`src/rtl/i2c_pkg.sv`:
```
// Shared encodings for the I2C register bank: FSM states, R/W bit values
// and the default byte returned for unmapped reads.
package i2c_pkg;

    typedef enum logic [1:0] {
        ST_IDLE  = 2'd0,
        ST_PTR   = 2'd1,
        ST_WDATA = 2'd2,
        ST_RDATA = 2'd3
    } regbank_state_t;

    localparam logic       RW_READ             = 1'b1;
    localparam logic       RW_WRITE            = 1'b0;
    localparam logic [7:0] UNMAPPED_RD_DEFAULT = 8'hFF;

endpackage

```
`src/rtl/i2c_regbank_rdmux.sv`:
```
// Registered read mux from the register pointer to the byte offered to the slave.
// With I2C_REGBANK_SNAPSHOT_EN defined, reads during RDATA come from a shadow bank.
module i2c_regbank_rdmux
    import i2c_pkg::*;
#(
    parameter int         NUM_WR      = 4,
    parameter int         NUM_RD      = 4,
    parameter int         PTR_W       = 3,
    parameter logic [7:0] UNMAPPED_RD = UNMAPPED_RD_DEFAULT
) (
    input  logic                clk,
    input  logic                rst_n,
    input  logic [PTR_W-1:0]    ptr,
    input  logic [8*NUM_WR-1:0] ctrl_regs,
    input  logic [8*NUM_RD-1:0] status_regs,
`ifdef I2C_REGBANK_SNAPSHOT_EN
    input  logic                snap_stb,
    input  logic                rd_active,
`endif
    output logic [7:0]          data_tx
);

    logic [8*NUM_RD-1:0] rd_src;
    logic [7:0]          next_tx;

`ifdef I2C_REGBANK_SNAPSHOT_EN
    logic [8*NUM_RD-1:0] shadow;

    // Shadow is frozen at the read address so a multi-byte read is coherent.
    always_ff @(posedge clk or negedge rst_n) begin
        if (!rst_n) begin
            shadow <= '0;
        end else if (snap_stb) begin
            shadow <= status_regs;
        end
    end

    assign rd_src = rd_active ? shadow : status_regs;
`else
    assign rd_src = status_regs;
`endif

    // Equality against every mapped address leaves out-of-map pointers on the default.
    always_comb begin
        next_tx = UNMAPPED_RD;
        for (int k = 0; k < NUM_WR; k++) begin
            if (ptr == PTR_W'(k)) next_tx = ctrl_regs[8*k +: 8];
        end
        for (int k = 0; k < NUM_RD; k++) begin
            if (ptr == PTR_W'(NUM_WR + k)) next_tx = rd_src[8*k +: 8];
        end
    end

    always_ff @(posedge clk or negedge rst_n) begin
        if (!rst_n) begin
            data_tx <= UNMAPPED_RD;
        end else begin
            data_tx <= next_tx;
        end
    end

endmodule

```
`src/rtl/i2c_register_bank.sv`:
```
// Pointer-addressed register bank behind the i2c_simple_slave byte interface.
// Optional status snapshot on read address: define I2C_REGBANK_SNAPSHOT_EN.
module i2c_register_bank
    import i2c_pkg::*;
#(
    parameter int         NUM_WR      = 4,
    parameter int         NUM_RD      = 4,
    parameter logic [7:0] CTRL_RESET  = 8'h00,
    parameter logic [7:0] UNMAPPED_RD = UNMAPPED_RD_DEFAULT,
    localparam int        TOTAL       = NUM_WR + NUM_RD,
    localparam int        PTR_W       = ($clog2(TOTAL) > 1) ? $clog2(TOTAL) : 1
) (
    input  logic                clk,
    input  logic                rst_n,
    input  logic [7:0]          i2c_addr_rw,
    input  logic                i2c_addr_rw_valid_stb,
    input  logic [7:0]          i2c_data_rx,
    input  logic                i2c_data_rx_valid_stb,
    output logic [7:0]          i2c_data_tx,
    input  logic                i2c_data_tx_loaded_stb,
    input  logic                i2c_error_stb,
    output logic [8*NUM_WR-1:0] ctrl_regs,
    output logic [NUM_WR-1:0]   ctrl_wr_stb,
    input  logic [8*NUM_RD-1:0] status_regs,
    output logic [PTR_W-1:0]    ptr,
    output logic [1:0]          debug_state
);

    localparam logic [PTR_W-1:0] LAST_PTR = PTR_W'(TOTAL - 1);

    regbank_state_t          state;
    logic [NUM_WR-1:0][7:0]  ctrl_q;
    logic [PTR_W-1:0]        next_ptr;
    logic                    unused_addr_bits;

    // Address matching is the slave's job; only the R/W bit matters here.
    assign unused_addr_bits = ^i2c_addr_rw[7:1];

    assign next_ptr    = (ptr >= LAST_PTR) ? '0 : ptr + PTR_W'(1);
    assign ctrl_regs   = ctrl_q;
    assign debug_state = state;

    // An address strobe overrides a coincident error; an error drops a coincident byte.
    always_ff @(posedge clk or negedge rst_n) begin
        if (!rst_n) begin
            state       <= ST_IDLE;
            ptr         <= '0;
            ctrl_q      <= {NUM_WR{CTRL_RESET}};
            ctrl_wr_stb <= '0;
        end else begin
            ctrl_wr_stb <= '0;
            if (i2c_addr_rw_valid_stb) begin
                state <= (i2c_addr_rw[0] == RW_WRITE) ? ST_PTR : ST_RDATA;
            end else if (i2c_error_stb) begin
                state <= ST_IDLE;
            end else begin
                case (state)
                    ST_PTR: begin
                        if (i2c_data_rx_valid_stb) begin
                            ptr   <= i2c_data_rx[PTR_W-1:0];
                            state <= ST_WDATA;
                        end
                    end
                    ST_WDATA: begin
                        if (i2c_data_rx_valid_stb) begin
                            for (int k = 0; k < NUM_WR; k++) begin
                                if (ptr == PTR_W'(k)) begin
                                    ctrl_q[k]      <= i2c_data_rx;
                                    ctrl_wr_stb[k] <= 1'b1;
                                end
                            end
                            ptr <= next_ptr;
                        end
                    end
                    ST_RDATA: begin
                        if (i2c_data_tx_loaded_stb) ptr <= next_ptr;
                    end
                    default: ;
                endcase
            end
        end
    end

    i2c_regbank_rdmux #(
        .NUM_WR      (NUM_WR),
        .NUM_RD      (NUM_RD),
        .PTR_W       (PTR_W),
        .UNMAPPED_RD (UNMAPPED_RD)
    ) u_rdmux (
        .clk         (clk),
        .rst_n       (rst_n),
        .ptr         (ptr),
        .ctrl_regs   (ctrl_q),
        .status_regs (status_regs),
`ifdef I2C_REGBANK_SNAPSHOT_EN
        .snap_stb    (i2c_addr_rw_valid_stb && (i2c_addr_rw[0] == RW_READ)),
        .rd_active   (state == ST_RDATA),
`endif
        .data_tx     (i2c_data_tx)
    );

endmodule
```
`config.mk`:
```
export PLATFORM = sky130hd
export DESIGN_NAME = i2c_register_bank
export DESIGN_NICKNAME = d
export VERILOG_FILES = /design/src/rtl/i2c_pkg.sv /design/src/rtl/i2c_regbank_rdmux.sv /design/src/rtl/i2c_register_bank.sv
export SDC_FILE = /design/constraint.sdc
export NUM_CORES = 1
export LEC_CHECK = 0
export ABC_AREA = 1
export BUFFER_PORTS_ARGS = -buffer_cell sky130_fd_sc_hd__buf_2
export CAP_MARGIN = 20
export CORE_AREA = 2 2 87 89
export DETAILED_ROUTE_END_ITERATION = 10
export DIE_AREA = 0 0 89 91
export GPL_ROUTABILITY_DRIVEN = 0
export PLACE_DENSITY_LB_ADDON = 0.05
export SLEW_MARGIN = 20
export SYNTH_ARGS = -nofsm -noshare
export SYNTH_HDL_FRONTEND = slang
export SYNTH_SLANG_ARGS = --single-unit
```
`constraint.sdc`:
```
create_clock -name clk -period 2.7 [get_ports clk]
set_input_delay 0.405 -clock clk [delete_from_list [all_inputs] [get_ports clk]]
set_output_delay 0.405 -clock clk [all_outputs]
set_load 0.03 [all_outputs]
```
After elaboration in Yosys (flattened, before gate mapping):

Cells that the tools add are included.

* add/sub/neg operators: 1
* magnitude comparators: 1
* eq/ne operators: 13
* mux-type cells: 26
* bitwise operators: 2
* reduce and logical (&&, ||, !) cells: 10

Operator list (count)
* $mux W8: 8
* $reduce_and A5 Y1: 4
* $mux W4: 4
* $eq A3 B3 Y1 const B: 4
* $mux W3: 4
* $mux W2: 5
* $pmux W3 S3: 1
* $reduce_bool A3 Y1: 3
* $eq A3 B2 Y1 const B: 2
* $ne A2 B2 Y1 const B: 3
* $reduce_and A6 Y1: 1
* $eq A2 B2 Y1 const B: 2
* $mux W1: 4
* $add A3 B1 Y3 const B: 1
* $eq A3 B1 Y1 const B: 1
* $ge A3 B3 Y1 const B: 1
* $logic_not A3 Y1: 1
* $eq A2 B1 Y1 const B: 1
* $not A1 Y1: 2
* $reduce_and A2 Y1: 1

* register bits after elaboration: 49
* output and inout bits: 49

Logic depth before layout (Yosys ltp):

* depth in word-level cells: 9
* mapped depth: 15
* depth with buffers taken out: 13

Cells and area by module:

Synthesis repeated with hierarchy kept, for this count alone.

* cells, all modules: 345
* area, all modules: 2738.9 µm²

Modules (own cells, without submodules)
* i2c_register_bank: times used 1, cells an instance 185, area an instance 1819.2 µm²
* i2c_regbank_rdmux: times used 1, cells an instance 160, area an instance 919.6 µm²

Worst setup path after synthesis:

OpenSTA, ideal clock, no wires.

* path type: flip-flop to flip-flop
* start point: reg ptr[2]
* end point: reg u_rdmux.data_tx[5]
* setup time: 76 ps
* arrival: 1977 ps
* required time: 2624 ps
* setup slack: 647 ps
* cell stages (with the launch flop): 16
* path buffers: 3
* clock period less this slack: 2053 ps
* path through: dfrtp_1 inv_2 buf_2 buf_6 ha_1 inv_2 buf_1 nand2_1 inv_1 nand2_1 nand2_1 nand2_1 nand2_1 nand2_1 nand2_1 nand2_1

* word-level cells in the longest chain between the ends: 9
* elaborated cells between the ends (all ways): 16
* classes of those cells: eq/ne (7); mux (8); reduce/logical (1)

RTL lines
* from (decl): RTL line i2c_register_bank.sv:25 `output logic [PTR_W-1:0] ptr,`
* from (signal assigned): RTL line i2c_register_bank.sv:60 `ptr <= i2c_data_rx[PTR_W-1:0];`
* from (signal assigned): RTL line i2c_register_bank.sv:72 `ptr <= next_ptr;`
* from (signal assigned): RTL line i2c_register_bank.sv:76 `if (i2c_data_tx_loaded_stb) ptr <= next_ptr;`
* $logic_not A3 Y1: RTL line i2c_regbank_rdmux.sv:47 `if (ptr == PTR_W'(k)) next_tx = ctrl_regs[8*k +: 8];`
* $mux W8 (4 in series): RTL line i2c_regbank_rdmux.sv:47
* $mux W8 (3 in series): RTL line i2c_regbank_rdmux.sv:50 `if (ptr == PTR_W'(NUM_WR + k)) next_tx = rd_src[8*k +: 8];`
* $mux W8 *: RTL line i2c_regbank_rdmux.sv:50
* net u_rdmux.next_tx[5]: RTL line i2c_regbank_rdmux.sv:24 `logic [7:0] next_tx;`
* to (signal assigned): RTL line i2c_regbank_rdmux.sv:58 `data_tx <= next_tx;`
* to (decl): RTL line i2c_regbank_rdmux.sv:20 `output logic [7:0] data_tx`

Mark *: on every way through the listed nets, which the timed path passes. The rest lies on a longest branch.
A chain may end at the register's enable or synchronous reset.

Worst setup path in the final report:

* start point: reg ptr[0]
* end point: reg u_rdmux.data_tx[3]

The elaborated chain is that of the path after synthesis.

==> summary.txt <==
Status
  – Status: finished clean

Critical path
  – Crit path required time: 2.95 ns
  – Worst path top cell family by delay: simple AND/OR/NAND/NOR gates
  – Reg2Reg Setup Slack: 0.74 ns
  – CP arrival: 2.21 ns
  – Worst path most repeated cell: nand2_1
  – CP max FO: 9
  – Crit. End Element: flip-flop
  – Worst path bufs/invs: 2
  – Worst path cell trace: inv_1 -> ha_1 -> inv_1 -> nor2_1 -> nand2_1 -> nand3_1 -> nand2_1 -> nand2_1 -> nand2_1 -> nand2_1 -> nand2_1 -> nand2_1 -> nand2_1
  – Crit path kind: reg -> reg
  – Crit start category: flip-flop
  – Critical path's slowest cell: nor2_1
  – CP peak stage delay: 0.46 ns

Die
  – Die X: 89 µm
  – Chip Height: 91 µm
  – Initial Util: 0.389
  – Core Region: 7140 µm²
  – Io pins: 103
  – Placement Rows: 31
  – Area of the die: 8100 µm²

Finish
  – Post-Layout Inst Area: 3410 µm²
  – Sequential cell area: 1240 µm²
  – Antenna diodes: 0
  – P&R area growth vs syn: 22.9%
  – Layout Nets: 533
  – Multi-input combinational cell area: 1260 µm²
  – Share of cells above drive strength 1: 0.346
  – Total of fill cells in the finished design: 816
  – Finished Layout Cells: 573
  – Final core utilization: 0.478

CTS
  – Hold Buf Count CTS: 0
  – H-tree depth: 2
  – Clk slew on worst S/H paths: 0.10 ns
  – CTS tree: done
  – Clk_lat worst skew: 0.31 ns
  – Bufs on Longest Clock Path: 2
  – CTS root buf: clkbuf_8
  – Clock sinks: 49
  – CTS resizes: 0
  – CTS Buf Count: 5
  – Setup bufs post-CTS: 0

Placed design
  – Pre-CTS setup slack: 0.742 ns
  – Post-Place Cell Area: 3310 µm²
  – Dpl hpwl: 5.23 mm
  – Port Buf Inserts: 95
  – # placed instances: 565

Pwr
  – Leak: 1.96 nW
  – Final Total Pwr: 3.12 mW
  – Peak VDD IR: 0.000362 V
  – Power Density: 914 nW/µm²

Yosys
  – Synthesized flop and latch total: 49
  – Simple-Gate Fraction of Synth Area: 0.326
  – Post-Synth XOR/XNOR Area: 0
  – Sequential-to-total area share from yosys stat: 0.445
  – Largest family of logic cells by synthesized area: simple AND/OR/NAND/NOR gates
  – Post-synthesis compound-gate area fraction: 0.103
  – Syn Nets: 443
  – Syn Inst Count: 383
  – Mapped cell area: 2780 µm²
  – Synth unique cells: 25
  – Synthesized area per cell: 7.25 µm²
  – Mux cell area share after synthesis: 0
  – Post-synthesis adder-cell area fraction: 0.0270
  – Synth Warn #: 0

STA
  – Final setup violation count: 0
  – Hold Fails Final Rpt: 0
  – Setup TNS Final: 0 ns
  – F_max: 0.511 GHz
  – Worst setup margin: 0.743 ns
  – RSZ-0062 raised after global routing: no
  – WHS: 0.0628 ns
  – Clk_skew: 0.0132 ns
  – Period Utilization, post-route: 0.725
  – Final Critical Period: 1.96 ns
  – Worst slew pin tran: 0.598 ns
  – Slew headroom: 0.600
  – Final Max Tran Viols: 0

Global route
  – First-pass GRT wire length: 11.8 mm
  – Initial antenna violation count: 0
  – Largest net degree at the start of global routing: 43
  – GRT Total Usage: 0.185
  – Vias in the first global route: 2325
  – Gr ovfl total: 0

Routing
  – Routed wire per std cell: 12.3 µm
  – DRC: 0
  – DR iter-0 viols: 137
  – DRT antenna net count: 0
  – Drt total wl: 7.04 mm
  – DR vias: 2551
  – Vias per cell: 4.45
  – First-pass DRT Iterations: 4

Flow run
  – Max Cap Viol: 0

Worst hold path
  – Hold WC Path Type: in -> async
## layer usage
metal,vias up,global-route usage,wire [µm]
met5,-,0,0
met4,0,0.0423,72
met3,7,0.0364,438
met2,68,0.269,3020
met1,1120,0.282,3500
li1,1356,-,-
## cells by family (layout without fill, tap and decap cells)
logic type / after synthesis / in the layout
AOI/OAI and AO/OA: 42 / 42
adders and majority gates: 6 / 6
buffers and inverters: 65 / 156
DFF: 49 / 49
and+or+nand+nor: 221 / 221
## placed cells by master, fill, tap and decap left out, drive strengths merged, types with 6 or more instances in the layout
cell type / instances
nand3: 28
inv: 51
nand2: 144
dfrtp: 41
o21ai: 35
buf: 98
nor2: 46
ha: 6
clkbuf: 6
dfstp: 8
## final cells by class
cell class,instances,area share
Inverter,50,0.0550
Tap cell,99,0.0363
Timing Repair Buffer,98,0.147
Clock buffer,6,0.0242
Clock inverter,2,0.00513
Sequential cell,49,0.362
Multi-Input combinational cell,269,0.371
## where the power goes
| group | leakage [nW] | switching [mW] | internal (mW) |
|---|---|---|---|
| clock network | 0.0518 | 0.272 | 0.213 |
| logic | 1.27 | 1.09 | 0.490 |
| registers | 0.639 | 0.106 | 0.947 |
## path summary, 6_finish.rpt
kind                                      startpoint                      endpoint  cells past startpoint
setup / recovery                  ptr[0]$_DFFE_PN0P_  u_rdmux.data_tx[3]$_DFF_PN1_                     13
hold / removal                                 rst_n     ctrl_regs[27]$_DFFE_PN0P_                      1
setup reg to reg                  ptr[0]$_DFFE_PN0P_  u_rdmux.data_tx[3]$_DFF_PN1_                     13
hold reg to reg            ctrl_regs[27]$_DFFE_PN0P_     ctrl_regs[27]$_DFFE_PN0P_                      2
max in group asynchronous                      rst_n  u_rdmux.data_tx[6]$_DFF_PN1_                      2
min in group clk                     status_regs[30]  u_rdmux.data_tx[6]$_DFF_PN1_                      3
## cell usage after synthesis (all sizes together)
library cell	n	area share
a21oi	1	0.0018
a31o	3	0.0095
buf	11	0.026
clkbuf	4	0.0054
dfrtp	41	0.37
dfstp	8	0.076
ha	6	0.027
inv	50	0.068
nand2	144	0.20
nand3	28	0.052
nor2	46	0.071
o21ai	35	0.085
o22ai	3	0.0068
or2	3	0.0068
## state kept, by name, summed over array words and instances, names as in the netlist
name / flops
ctrl_regs: 32
u_rdmux.data_tx: 8
ctrl_wr_stb: 4
ptr: 3
debug_state: 2
No activity file was read; power rests on OpenSTA's default activity.
